### src/rtl/sad_accum.sv
// Sum-of-absolute-differences accumulator: one |a-b| per accepted sample, summed
// over COUNT samples and presented with a valid/ready handshake.
module sad_accum #(
  parameter  int WIDTH = 4,
  parameter  int COUNT = 4,
  localparam int SUM_W = WIDTH + $clog2(COUNT)
) (
  input  logic             clk,
  input  logic             rst_n,
  input  logic             clr,
  input  logic             in_valid,
  output logic             in_ready,
  input  logic [WIDTH-1:0] a_in,
  input  logic [WIDTH-1:0] b_in,
  output logic [WIDTH-1:0] dif_out,
  output logic             dif_valid,
  output logic [SUM_W-1:0] sum_out,
  output logic             sum_valid,
  input  logic             sum_ready
);

  localparam int CNT_W = $clog2(COUNT);
  localparam logic [CNT_W-1:0] CNT_LAST = CNT_W'(COUNT - 1);

  typedef enum logic {
    ACC  = 1'b0,
    DONE = 1'b1
  } state_t;

  state_t           state_q, state_d;
  logic [SUM_W-1:0] acc_q, acc_d;
  logic [CNT_W-1:0] cnt_q, cnt_d;
  logic [WIDTH-1:0] dif_q, dif_d;
  logic             dif_valid_q, dif_valid_d;
  logic [SUM_W-1:0] sum_q, sum_d;

  logic [WIDTH-1:0] abs_dif;
  logic [SUM_W-1:0] frame_sum;

  // Subtract the smaller operand from the larger so the result never wraps.
  always_comb begin
    abs_dif   = (a_in >= b_in) ? (a_in - b_in) : (b_in - a_in);
    frame_sum = acc_q + SUM_W'(abs_dif);
  end

  always_comb begin
    state_d     = state_q;
    acc_d       = acc_q;
    cnt_d       = cnt_q;
    dif_d       = dif_q;
    dif_valid_d = 1'b0;
    sum_d       = sum_q;

    if (clr) begin
      state_d = ACC;
      acc_d   = '0;
      cnt_d   = '0;
      sum_d   = '0;
    end else begin
      unique case (state_q)
        ACC: begin
          if (in_valid) begin
            dif_d       = abs_dif;
            dif_valid_d = 1'b1;
            // The final sample goes straight into sum_q so the total is ready with its dif pulse.
            if (cnt_q == CNT_LAST) begin
              state_d = DONE;
              sum_d   = frame_sum;
              acc_d   = '0;
              cnt_d   = '0;
            end else begin
              acc_d = frame_sum;
              cnt_d = cnt_q + CNT_W'(1);
            end
          end
        end
        DONE: begin
          if (sum_ready) begin
            state_d = ACC;
            acc_d   = '0;
            cnt_d   = '0;
            sum_d   = '0;
          end
        end
        default: state_d = ACC;
      endcase
    end
  end

  always_ff @(posedge clk or negedge rst_n) begin
    if (!rst_n) begin
      state_q     <= ACC;
      acc_q       <= '0;
      cnt_q       <= '0;
      dif_q       <= '0;
      dif_valid_q <= 1'b0;
      sum_q       <= '0;
    end else begin
      state_q     <= state_d;
      acc_q       <= acc_d;
      cnt_q       <= cnt_d;
      dif_q       <= dif_d;
      dif_valid_q <= dif_valid_d;
      sum_q       <= sum_d;
    end
  end

  assign in_ready  = (state_q == ACC);
  assign sum_valid = (state_q == DONE);
  assign dif_out   = dif_q;
  assign dif_valid = dif_valid_q;
  assign sum_out   = sum_q;

endmodule

### config.mk
export PLATFORM = sky130hd
export DESIGN_NAME = sad_accum
export DESIGN_NICKNAME = d
export VERILOG_FILES = /design/src/rtl/sad_accum.sv
export SDC_FILE = /design/constraint.sdc
export NUM_CORES = 1
export LEC_CHECK = 0
export BUFFER_PORTS_ARGS = -buffer_cell sky130_fd_sc_hd__buf_2
export CAP_MARGIN = 10
export CORE_MARGIN = 2
export CORE_UTILIZATION = 58
export DETAILED_ROUTE_END_ITERATION = 12
export GPL_TIMING_DRIVEN = 0
export PLACE_DENSITY = 0.84
export REMOVE_ABC_BUFFERS = 1
export SLEW_MARGIN = 15
export SYNTH_ARGS = -nofsm -noshare
export SYNTH_HDL_FRONTEND = slang
export SYNTH_SLANG_ARGS = --single-unit
### constraint.sdc
create_clock -name clk -period 2.8 [get_ports clk]
set_clock_uncertainty 0.15 [all_clocks]
set_input_delay 0.7 -clock clk [delete_from_list [all_inputs] [get_ports clk]]
set_output_delay 0.7 -clock clk [all_outputs]
set_load 0.02 [all_outputs]
==> key figures <==
Floorplanning
  • Die height: between 50 and 60 um
  • Area of the core: 2000 um^2
  • Initial cell density of the core: 63.0%
  • Die Area: 2560 um^2
  • Die X-Extent: 50.6 um
  • Placement Rows: 16
  • Number of top-level design ports: 26

Synth
  • Synth Warn #: 0
  • Fraction of synthesized cell area taken by the top area cell type: 39.7%
  • Synth cell types: 34
  • Async set or reset register ratio after synthesis: 100%
  • Synth Area per Inst: 9.70 um^2
  • FF+latch count, synth: 20
  • Top flip-flop cell by instance count after synthesis: dfrtp_1
  • Number of instances in the synthesized netlist: 130
  • Area leader, netlist: dfrtp_1
  • Post-synth EDFFs: 0
  • Most area-consuming cells after synthesis: dfrtp_1 40%, ha_1 12%, inv_1 5.1%, fa_1 4.8%, nand2_1 4.5%
  • Register area share after synthesis: 39.7%
  • Syn Std Cell Area: roughly 1300 um^2

STA
  • Final setup fails: 6
  • Number of max-slew violations in the final report: 0
  • Number of hold violations in the final report: 0
  • RSZ-0062 raised after global routing: true
  • Relative slew slack: between 30% and 40%
  • Worst slew pin tran: 0.940 ns
  • Timing-limited maximum frequency: 0.338 GHz
  • Setup WS post-layout: -0.160 ns
  • Hold slack: 0.163 ns
  • Ratio of final minimum period to clock period: 106%
  • Time the worst path needs with I/O delays and setup: between 2 and 3 ns

CTS
  • Clock tree from TritonCTS: done
  • Number of H-tree levels: 1
  • CTS buffer count: 3
  • Clock sink total: 20
  • Worst-Skew Late Latency: between 0.3 and 0.4 ns
  • Largest buffer count on any clock path: 2
  • Clk root buf: clkbuf_4
  • Clock transition at the registers of the reported paths: 0.12 ns

Setup path
  • Critical R2R Capture: sum_out[4]
  • R2r setup slk: 0.60 ns
  • Max incr delay on CP: about 0.37 ns
  • Arrival time of data at the critical path endpoint: roughly 3 ns
  • Largest fanout on the critical path: 4
  • Critical register-to-register path startpoint: sum_valid
  • Type of the worst setup path: in2reg
  • Most frequent CP cell: ha_4
  • Crit path capture type: flop
  • Master of the slowest instance on the critical path: fa_2
  • Sort of element at the start of the critical path: primary input
  • Worst path cell trace: buf_8 > inv_4 > ha_4 > inv_2 > fa_2 > a21oi_4 > o21bai_4 > mux2i_1 > a32o_2 > ha_4 > nand3_2 > o211ai_1 > xnor2_1 > o21ai_1
  • CP required: 2.84 ns
  • Path depth of the worst reg2reg path: 4

Layout
  • Share of the core filled with cells: slightly above 80%
  • Area growth from synthesis to layout: 30.7%
  • Layout cell share with drive strength beyond 1: a little over a third
  • Count of inserted antenna diode cells: 0
  • Fin cells: just under 200
  • Total Nets Final: just under 200
  • Most common cell after layout, fill and taps aside: buf_2
  • Most frequent cells in the layout: 24 x buf_2, 20 x dfrtp_1, 15 x inv_1, 15 x nand2_1, 11 x buf_4

Global route
  • Number of antenna violations at the first check in global routing: 0
  • Overall overflow remaining after global route: 0
  • First-pass GRT wire length: ~4800 um
  • GRT Total Usage: ~25%
  • Largest net degree at the start of global routing: 21
  • Via count of the first global-routing pass: around 1200

Run status
  • Status: finished with violations
  • Violations in the final reports: setup timing

Placed design
  • Post-detail-place hpwl: 1910 um
  • Post-place setup slack: -0.734 ns
  • PortBufs: 25
  • Final estimated routing congestion in global placement: 0.807
  • Placed Cells: 180

Drt
  • Initial DRC Count: 26
  • Total wire length after detailed routing: 3030 um
  • Post-detailed-route count of antenna-violating nets: 0
  • Wire length per cell after detailed routing: 15.4 um
  • Number of vias after detailed routing: 1087
  • Residual DRC count: 0
  • Detail-routed via count per cell: 5.55
  • Number of detailed-route iterations in the first pass: 4

Power
  • Flop pwr share: 34.3%
  • Leak: 0.000831 uW
  • Portion of total power attributed to the clock network: 21.0%
  • Proportion of power drawn by combinational gates: 44.8%
  • Switching pwr: 383 uW
  • Total power per unit cell area: 674 nW/um^2
  • Peak supply drop: 636 uV
  • Internal power summed over all cells: ~730 uW
  • Net Sw Frac: around 34%

Job
  • Maximum Capacitance Violations: 0

Hold path
  • Classification of the worst-slack hold path: in2async
cells by family (layout without fill, tap and decap cells):
kind of cell               Yosys count  after routing  synth area share, %
DFF                                 20             20                 39.7
xor gates and xnor gates             4              4                 2.78
AOI/OAI and AO/OA                   35             35                 18.5
adders and majority gates           15             15                 16.7
muxes                                6              6                 5.26
and+or+nand+nor                     30             30                 11.1
buffers and inverters               20             59                 6.05
synth_stat cells, drive strengths merged, types with 2 or more instances:
master / count
a21oi: 7
a22o: 5
dfrtp: 20
fa: 3
ha: 12
inv: 18
mux2: 2
mux2i: 4
nand2: 16
nand2b: 2
nand3: 3
nor2: 3
o21ai: 13
o21bai: 3
o31ai: 3
or2: 2
xnor2: 2
xor2: 2
power groups by stage:
stage / Sequential (uW) / Clock (uW) / Combinational [uW]
6_report: 381 / 233 / 497
5_1_grt: 389 / 247 / 539
4_1_cts: 377 / 239 / 403
3_5_place_dp: 381 / 0 / 340
3_3_place_gp: 376 / 0 / 327
2_1_floorplan: 395 / 0 / 232
cell type report:
cell class                 count  area [um^2]
multi-input combinational     90          762
tap                           27         33.8
clock buffer                   3         22.5
clock inverter                 1         30.0
timing repair buffer          37          229
fill                         116          354
sequential                    20          500
inverter                      18         70.1
per-stage QoR:
step | cell area (um^2) | power (uW) | TNS (ns)
finish | 1650 | 1110 | -0.654
global route | 1650 | 1180 | -1.11
CTS | 1570 | 1020 | -0.677
detailed placement | 1410 | 721 | -5.66
global placement | 1410 | 704 | -4.42
floorplan | 1250 | 627 | -1.41
registers in the layout, summed over array words and instances (netlist names):
signal     cells
acc_q          6
cnt_q          2
sum_valid      1
sum_out        6
dif_out        4
dif_valid      1
worst max-delay path by stage:
stage | start | end | depth (start not counted)
floorplan | a_in[0] | sum_out[5] | 13
global placement | a_in[0] | sum_out[5] | 14
detailed placement | a_in[0] | acc_q[3] | 14
CTS | a_in[0] | acc_q[3] | 14
global route | a_in[0] | acc_q[5] | 14
finish | a_in[0] | acc_q[5] | 14
routing by layer:
layer  up-vias  wire, um  track usage (%)
met5         -         0                0
met4         0        78             7.66
met3        12       124             4.76
met2        34      1630             45.4
met1       523      1190             28.2
li1        518         -                -
timing repair:
action,CTS,global route
setup buffers,6,6
hold buffers,0,0
endpoints found under the setup margin,10,9
gates resized for setup,15,5
pin swaps,11,14
endpoints found under the hold margin,0,0
critical path: cells and delay by family:
kind | cells | cell delay [ns]
and+or+nand+nor | 1 | 0.08
AOI/OAI and AO/OA | 5 | 0.95
xor gates and xnor gates | 1 | 0.20
muxes | 1 | 0.11
adders and majority gates | 3 | 0.79
buffers and inverters | 3 | 0.17
Power figures use the tool's default switching activity.
